`config.mk`:
```
export PLATFORM = sky130hd
export DESIGN_NAME = seg7_scan_mux
export DESIGN_NICKNAME = d
export VERILOG_FILES = /design/src/rtl/seg7_scan_mux_pkg.sv /design/src/rtl/seg7_decode.sv /design/src/rtl/seg7_scan_mux.sv
export SDC_FILE = /design/constraint.sdc
export NUM_CORES = 1
export LEC_CHECK = 0
export ABC_AREA = 1
export CAP_MARGIN = 20
export CORE_ASPECT_RATIO = 0.7
export CORE_UTILIZATION = 35
export CTS_CLUSTER_DIAMETER = 30
export DETAILED_ROUTE_END_ITERATION = 10
export MAX_ROUTING_LAYER = met4
export PLACE_DENSITY = 0.66
export SLEW_MARGIN = 15
export SYNTH_ARGS = -nofsm -noshare
export SYNTH_HDL_FRONTEND = slang
export SYNTH_SLANG_ARGS = --single-unit
```
`constraint.sdc`:
```
create_clock -name iClk -period 2.58 [get_ports iClk]
set_input_delay 0.516 -clock iClk [delete_from_list [all_inputs] [get_ports iClk]]
set_output_delay 0.516 -clock iClk [all_outputs]
set_load 0.02 [all_outputs]
```
`src/rtl/seg7_scan_mux_pkg.sv`:
```
// Shared constants and helpers for the 4-digit multiplexed 7-segment scanner.
package seg7_scan_mux_pkg;

  // One-hot digit-select values produced by the upstream ring counter
  localparam logic [3:0] PH_D0 = 4'b0001;
  localparam logic [3:0] PH_D1 = 4'b0010;
  localparam logic [3:0] PH_D2 = 4'b0100;
  localparam logic [3:0] PH_D3 = 4'b1000;

  // Active-high segment patterns, bit order {g,f,e,d,c,b,a}
  localparam logic [6:0] SEG_0     = 7'h3F;
  localparam logic [6:0] SEG_1     = 7'h06;
  localparam logic [6:0] SEG_2     = 7'h5B;
  localparam logic [6:0] SEG_3     = 7'h4F;
  localparam logic [6:0] SEG_4     = 7'h66;
  localparam logic [6:0] SEG_5     = 7'h6D;
  localparam logic [6:0] SEG_6     = 7'h7D;
  localparam logic [6:0] SEG_7     = 7'h07;
  localparam logic [6:0] SEG_8     = 7'h7F;
  localparam logic [6:0] SEG_9     = 7'h6F;
  localparam logic [6:0] SEG_DASH  = 7'h40;
  localparam logic [6:0] SEG_BLANK = 7'h00;

  // True when exactly one bit of the phase is set
  function automatic logic isOneHot4(input logic [3:0] v);
    return (v != 4'd0) && ((v & (v - 4'd1)) == 4'd0);
  endfunction

  // Phase that legally follows v in the ring 1->2->4->8->1
  function automatic logic [3:0] nextPhase(input logic [3:0] v);
    return {v[2:0], v[3]};
  endfunction

endpackage

```
`src/rtl/seg7_decode.sv`:
```
// BCD nibble to active-high 7-segment pattern; 10..15 show a dash.
module seg7_decode
  import seg7_scan_mux_pkg::*;
(
  input  logic [3:0] iBcd,
  output logic [6:0] oSegs
);

  // Pure lookup, no state
  always_comb begin
    oSegs = SEG_DASH;
    case (iBcd)
      4'd0:    oSegs = SEG_0;
      4'd1:    oSegs = SEG_1;
      4'd2:    oSegs = SEG_2;
      4'd3:    oSegs = SEG_3;
      4'd4:    oSegs = SEG_4;
      4'd5:    oSegs = SEG_5;
      4'd6:    oSegs = SEG_6;
      4'd7:    oSegs = SEG_7;
      4'd8:    oSegs = SEG_8;
      4'd9:    oSegs = SEG_9;
      default: oSegs = SEG_DASH;
    endcase
  end

endmodule

```
`src/rtl/seg7_scan_mux.sv`:
```
// 4-digit multiplexed 7-segment driver fed by a one-hot ring-counter phase.
// Display data is double-buffered and swapped only at frame boundaries.
module seg7_scan_mux
  import seg7_scan_mux_pkg::*;
#(
  parameter logic ANODE_ACTIVE_LOW = 1'b1,
  parameter logic SEG_ACTIVE_LOW   = 1'b1,
  parameter logic LZ_BLANK         = 1'b1
) (
  input  logic        iClk,
  input  logic        iRst,
  input  logic [3:0]  iPhase,
  input  logic [15:0] iData,
  input  logic [3:0]  iDp,
  input  logic        iLoad,
  output logic [3:0]  oAnode,
  output logic [6:0]  oSeg,
  output logic        oDp,
  output logic        oLoadAck,
  output logic        oFrame,
  output logic        oSeqErr
);

  logic [3:0]  rPhase_Q;
  logic        firstQ;
  logic [15:0] activeData;
  logic [3:0]  activeDp;
  logic [15:0] pendData;
  logic [3:0]  pendDp;
  logic        pendValid;

  logic        frameHit;
  logic        orderBad;
  logic        illegalNow;
  logic        blank1, blank2, blank3;
  logic        selOk;
  logic        selBlank;
  logic        selDp;
  logic [3:0]  selNib;
  logic [6:0]  decSegs;
  logic [6:0]  segLit;
  logic [3:0]  anodeEn;
  logic        dpLit;

  // Map an active-high enable/lit vector to the pin level
  function automatic logic [3:0] anodeLevel(input logic [3:0] en);
    return ANODE_ACTIVE_LOW ? ~en : en;
  endfunction

  function automatic logic [6:0] segLevel(input logic [6:0] lit);
    return SEG_ACTIVE_LOW ? ~lit : lit;
  endfunction

  function automatic logic dpLevel(input logic lit);
    return SEG_ACTIVE_LOW ? ~lit : lit;
  endfunction

  // Stage 0 -> 1: phase events seen against the incoming phase
  always_comb begin
    frameHit   = (iPhase == PH_D0) && (rPhase_Q != PH_D0);
    orderBad   = isOneHot4(iPhase) && isOneHot4(rPhase_Q) &&
                 (iPhase != rPhase_Q) && (iPhase != nextPhase(rPhase_Q));
    // An all-zero phase is tolerated only while the ring counter comes out of reset
    illegalNow = !isOneHot4(rPhase_Q) && !((rPhase_Q == 4'd0) && firstQ);
  end

  // Leading-zero blanking: a digit blanks when it and all higher digits are zero
  always_comb begin
    blank3 = LZ_BLANK && (activeData[15:12] == 4'd0);
    blank2 = blank3 && (activeData[11:8] == 4'd0);
    blank1 = blank2 && (activeData[7:4] == 4'd0);
  end

  // Stage 1 -> 2: pick the digit addressed by the registered phase
  always_comb begin
    selOk    = 1'b1;
    selNib   = activeData[3:0];
    selDp    = activeDp[0];
    selBlank = 1'b0;
    case (rPhase_Q)
      PH_D0: begin selNib = activeData[3:0];   selDp = activeDp[0]; selBlank = 1'b0;   end
      PH_D1: begin selNib = activeData[7:4];   selDp = activeDp[1]; selBlank = blank1; end
      PH_D2: begin selNib = activeData[11:8];  selDp = activeDp[2]; selBlank = blank2; end
      PH_D3: begin selNib = activeData[15:12]; selDp = activeDp[3]; selBlank = blank3; end
      default: selOk = 1'b0;
    endcase
  end

  seg7_decode uDecode (
    .iBcd  (selNib),
    .oSegs (decSegs)
  );

  // Active-high view of what the selected digit should show
  always_comb begin
    anodeEn = selOk ? rPhase_Q : 4'd0;
    segLit  = (selOk && !selBlank) ? decSegs : SEG_BLANK;
    dpLit   = selOk && selDp;
  end

  // Phase pipeline, frame detection, buffer swap and sticky sequence error
  always_ff @(posedge iClk or posedge iRst) begin
    if (iRst) begin
      rPhase_Q   <= 4'd0;
      firstQ     <= 1'b1;
      oFrame     <= 1'b0;
      oLoadAck   <= 1'b0;
      oSeqErr    <= 1'b0;
      pendValid  <= 1'b0;
      activeData <= 16'd0;
      activeDp   <= 4'd0;
    end else begin
      rPhase_Q <= iPhase;
      firstQ   <= 1'b0;
      oFrame   <= frameHit;
      oLoadAck <= frameHit && pendValid;
      if (frameHit && pendValid) begin
        activeData <= pendData;
        activeDp   <= pendDp;
        pendValid  <= 1'b0;
      end
      // A load in the swap cycle refills pending after the old value committed
      if (iLoad) begin
        pendValid <= 1'b1;
      end
      if (illegalNow || orderBad) begin
        oSeqErr <= 1'b1;
      end
    end
  end

  // Pending data payload; its validity flag lives with the control state
  always_ff @(posedge iClk) begin
    if (iLoad) begin
      pendData <= iData;
      pendDp   <= iDp;
    end
  end

  // Stage 2: registered pin drivers with polarity applied last
  always_ff @(posedge iClk or posedge iRst) begin
    if (iRst) begin
      oAnode <= {4{ANODE_ACTIVE_LOW}};
      oSeg   <= {7{SEG_ACTIVE_LOW}};
      oDp    <= SEG_ACTIVE_LOW;
    end else begin
      oAnode <= anodeLevel(anodeEn);
      oSeg   <= segLevel(segLit);
      oDp    <= dpLevel(dpLit);
    end
  end

endmodule

```
==> metrics, run 1 <==
initial antenna violation count 0; placer congestion estimate 0.851; Hold-fix buffers, CTS 0; most common cell after layout, fill and taps aside nand2_1; die width 105 um; NetSw 0.000681 W; CP cell instances nor2_1, nand3_2, nand3_4, nor2_1, nor2_1, inv_1, ha_1, inv_1, nand3_1, nand3_1, nand3_1; critical path class flop to flop; TritonCTS Buffers 9; CTS Sinks 61; global-route wire length before repair 8.09 mm; 1st-iter DRT viols 88; Reg power frac 0.510; WL final 4.94 mm; Final Net Count 334; crit path buf inv count 2; worst endpoint required time 2.82 ns; post-cts sizing count 0; Worst slew margin 0.653; # diodes 0; status complete, no violations; clk slew on worst S/H paths 0.07 ns; # fillers 712; Final Hold Fails 0; achievable frequency 0.466 GHz; I/O pins 42; Synth-to-Final Area Change 26.6%; Mean Syn Cell Area 10.5 sq um; max cap viols 0; sequential fraction of the synthesis area 0.626; reg2reg setup slack 0.43 ns; R2R Path End oSeg[5]; Reg2Reg Depth 11; Die Height 74.4 um; TritonCTS clock tree built; Mapped Area 2620 sq um; total power 0.00235 W; Synth Area in Adders 0.0238; HP Class flop to flop; commonest cells after routing, fill and taps aside 45 x nand2_1, 41 x clkdlybuf4s50_1, 37 x inv_1; # port buffers 41; Syn. warnings 0; Final ANT Viol Nets 0; Synth Instances 251; core box area 7290 sq um; Levels on crit path 11; pin count of the biggest net entering global routing 42; Int Pwr 0.00166 W; Hold Startpoint pendData[2]; critical path fanouts, max 7; Setup crit end oSeg[5]; GRT Overall Usage 0.147; crit start category flop; leakage power 1.44 nW; CP Data Arrival Time 2.39 ns; pwr/cell area 706 nW/um^2; Syn Nets 283; # setup viols final 0; total negative slack 0 ns; Critical Path Start rPhase_Q[2]; Crit path max-delay family simple AND/OR/NAND/NOR gates; XOR/XNOR Fraction of Synth Area 0.0134; WL per Instance 12.2 um; Vias/cell 4.48; reg2reg start rPhase_Q[2]; fin. max-slew vios 0; skew final 0.00513 ns; main combinational cell family by area after synthesis simple AND/OR/NAND/NOR gates; H-tree depth 3; crit end category flop; post-synthesis cell type count 30; Synth Area in Compound Gates 0.0644; Max Root-Sink Buffers 2; Final Non-Filler Cells 405; slowest stage delay, CP 0.44 ns; vias in the first global route 1632; Synth Area in Simple Gates 0.203; layout cell share with drive strength beyond 1 0.163; CTS root buffer clkbuf_8; Yosys reg bits 61; Site Rows 26; crit share post-route 0.832; Clock Latency Late Sink 0.34 ns; mux cell area share after synthesis 0; combinational share of power 0.190; worst vdd ir 0.410 mV; grt ovf 0; vias 1816; setup bufs post-CTS 0; Final Util 0.456; Clock power frac 0.300; detailed-route DRC error count 0; Placed Instances 389; RSZ-0062 raised after global routing false; Starting Density 0.360; Sw Ratio 0.290; die area 7850 sq um; slowest CP cell dfrtp_1; Tmin final 2.15 ns; Least-Margin Pin Slew 0.521 ns; DP HPWL 3.59 mm; Initial DRT Pass Iterations 4
registers in the layout (all words and copies together), names as in the netlist:
register	flops
activeData	16
activeDp	4
firstQ	1
oAnode	4
oDp	1
oFrame	1
oLoadAck	1
oSeg	7
oSeqErr	1
pendData	16
pendDp	4
pendValid	1
rPhase_Q	4
Yosys cell counts, drive strengths merged:
master,n,share of area
a21oi,4,0.0076
buf,4,0.010
clkbuf,1,0.0019
conb,1,0.0014
dfrtp,28,0.27
dfstp,13,0.13
edfxtp,20,0.23
ha,5,0.024
inv,39,0.056
nand2,53,0.091
nand3,25,0.054
nand3b,1,0.0029
nand4,7,0.019
nor2,17,0.034
nor3,1,0.0019
o211ai,1,0.0029
o21ai,25,0.048
o21bai,1,0.0029
o221ai,1,0.0033
xnor2,4,0.013
power groups by stage:
stage / combinational, W / sequential [W] / clock [W]
2_1_floorplan: 0.000263 / 0.00123 / 0
3_3_place_gp: 0.000434 / 0.00121 / 0
3_5_place_dp: 0.000447 / 0.00122 / 0
4_1_cts: 0.000449 / 0.00120 / 0.000740
5_1_grt: 0.000504 / 0.00121 / 0.000775
6_report: 0.000445 / 0.00120 / 0.000703
cells by family after synthesis:
kind of cell,count (synthesis)
AO/OA/AOI/OAI,32
other,1
flip-flops,61
adder cells (fa/ha/maj),5
XOR/XNOR,4
AND/OR/NAND/NOR,104
buffers and inverters,44
worst min-delay path by stage:
stage                    end  slack [ns]  depth (start not counted)
5_1_grt        activeData[9]        0.48                          2
6_report       activeData[2]        0.46                          2
3_3_place_gp   activeData[6]        0.44                          2
3_5_place_dp   activeData[9]        0.45                          2
2_1_floorplan    activeDp[2]        0.43                          2
4_1_cts        activeData[2]        0.46                          2
layer usage:
layer | GRT usage | wire length (um) | up-vias | share of wire
met4 | 0.0516 | 27 | 0 | 0.0055
li1 | - | - | 917 | -
met2 | 0.186 | 1940 | 56 | 0.39
met5 | - | 0 | - | 0
met1 | 0.207 | 2620 | 838 | 0.53
met3 | 0.0613 | 357 | 5 | 0.072
worst register-to-register path, cell delays in order, from the launching register on:
cell,delay (ns)
dfrtp_1,0.44
nor2_1,0.29
nand3_2,0.23
nand3_4,0.15
nor2_1,0.05
nor2_1,0.26
inv_1,0.12
ha_1,0.20
inv_1,0.05
nand3_1,0.10
nand3_1,0.10
nand3_1,0.07
stage by stage:
stage                     area [sq um]  hold slack, ns  setup WS, ns
after detailed placement          3160           0.446         0.442
after global routing              3320           0.481         0.192
final                             3320           0.458         0.433
after floorplan                   2620           0.426         0.744
after CTS                         3320           0.459         0.455
after global placement            3160           0.440         0.523
area by class of cell:
type / count / area (sq um) / area share
clock inverter: 7 / 41.3 / 0.0124
timing repair buffer: 45 / 440 / 0.133
multi-input combinational: 146 / 803 / 0.242
inverter: 39 / 146 / 0.0441
sequential: 61 / 1640 / 0.495
tap: 98 / 123 / 0.0369
clock buffer: 9 / 124 / 0.0373
Note: power is estimated with default switching activity, not from simulation.
==> run 2: changes to the inputs <==
Clock period 2.58 ns to 2.2 ns, I/O delays scaled along.
==> run 2 against run 1 <==
Net effect:
- sequential share of layout area is 1.1 points lower
- largest cell class unchanged
- setup slack worse by 0.25 ns
- combinational power is 19% higher
- largest power group unchanged
- non-clock buffer count is 3 higher
- clock skew is 0.0020 ns higher
- critical path depth stayed put
- flip-flop and latch count stayed put
- clock power is 55% higher
- global-route usage is 0.50 points higher
- register-to-register slack worse by 0.25 ns
- total power is 29% higher
==> metrics, run 2 (same netlist as run 1, synthesis figures left out) <==
status complete, no violations; CTS root buffer clkbuf_8; Final Hold Fails 0; pin count of the biggest net entering global routing 42; H-tree depth 3; TritonCTS clock tree built; Max Root-Sink Buffers 2; GRT Overall Usage 0.152; die area 7850 sq um; Starting Density 0.360; Placed Instances 392; top flop regs activeData (16), pendData (16), oSeg (7); 1st-iter DRT viols 99; HP Class flop to flop; worst endpoint required time 2.44 ns; WL per Instance 12.0 um; # diodes 0; DP HPWL 3.57 mm; RSZ-0062 raised after global routing false; crit start category flop; # fillers 704; total negative slack 0 ns; Final Util 0.466; crit share post-route 0.918; Final ANT Viol Nets 0; max cap viols 0; commonest cells after routing, fill and taps aside 45 x nand2_1, 41 x clkdlybuf4s50_1, 37 x inv_1; vias in the first global route 1697; CP Data Arrival Time 2.26 ns; Synth-to-Final Area Change 29.5%; total power 0.00302 W; core box area 7290 sq um; pwr/cell area 887 nW/um^2; Die Height 74.4 um; global-route wire length before repair 8.42 mm; Least-Margin Pin Slew 0.581 ns; Hold-fix buffers, CTS 0; multi-input logic area 806 sq um; TritonCTS Buffers 9; Tmin final 2.02 ns; crit end category flop; vias 1817; register area 1640 sq um; fin. max-slew vios 0; Final Non-Filler Cells 408; # setup viols final 0; die width 105 um; Final Net Count 337; grt ovf 0; Initial DRT Pass Iterations 4; Vias/cell 4.45; Worst slew margin 0.612; Site Rows 26; placer congestion estimate 0.860; worst vdd ir 0.381 mV; critical path fanouts, max 6; achievable frequency 0.495 GHz; CTS Sinks 61; I/O pins 42; WL final 4.91 mm; most common cell after layout, fill and taps aside nand2_1; initial antenna violation count 0; # port buffers 41; skew final 0.00716 ns; detailed-route DRC error count 0; critical path class flop to flop; leakage power 1.49 nW; final hold slack 0.455 ns; layout cell share with drive strength beyond 1 0.171; Clock Latency Late Sink 0.34 ns; clk slew on worst S/H paths 0.06 ns
[run 2: cell types whose count changed in the layout (fill, tap and decap cells not counted), sizes merged]
| cell | change |
|---|---|
| buf | +3 |
| bufinv | +2 |
| clkbuf | +3 |
| clkinv | -2 |
| clkinvlp | -2 |
| inv | -1 |
[run 2: stage by stage]
stage / setup slack (ns) / instance area (sq um)
6_report: 0.180 / 3400
5_1_grt: 0.0140 / 3400
4_1_cts: 0.131 / 3400
3_5_place_dp: 0.131 / 3180
3_3_place_gp: 0.154 / 3180
2_1_floorplan: 0.364 / 2620
[run 2: final timing paths]
check	depth (start not counted)	slack, ns	start	end
min in group asynchronous	3	0.53	iRst	rPhase_Q[0]
worst max-delay path	11	0.18	rPhase_Q[2]	oSeg[3]
worst max register to register	11	0.18	rPhase_Q[2]	oSeg[3]
worst min-delay path	2	0.46	pendData[8]	activeData[8]
max in group asynchronous	3	1.31	iRst	oDp
worst min register to register	2	0.46	pendData[8]	activeData[8]
[run 2: layer usage]
metal  up-vias  GRT usage  wire [um]
li1        926          -          -
met1       823      0.212       2610
met2        61      0.195       1880
met3         7     0.0613        372
met4         0     0.0563         55
met5         -          -          0
[run 2: layout make-up]
class	instances	share of cell area
flip-flops and latches	61	0.483
multi-input cells	146	0.237
repair buffers	48	0.136
inverters	39	0.0431
clock buffers	12	0.0427
well taps	98	0.0361
clock inverters	4	0.0214
[run 2: what timing repair did]
item	in CTS	in global routing
buffers inserted	0	0
setup endpoints to repair	0	4
resized for setup	0	1
[run 2: worst max-delay path, stage by stage (launching register included)]
cell,delay (ns)
dfrtp_1,0.43
nor2_1,0.27
nand3_2,0.20
nand3_4,0.14
nand2_1,0.08
nand2_2,0.11
inv_1,0.09
ha_1,0.30
inv_1,0.05
nand3_1,0.09
nand3_1,0.09
nand3_1,0.06
[run 2: power breakdown]
group	switching [W]	total, W	leakage, nW	internal [W]
clock	0.000420	0.00109	0.108	0.000668
combinational	0.000312	0.000528	0.710	0.000215
sequential	0.0000585	0.00140	0.667	0.00134
total	0.000791	0.00302	1.49	0.00222
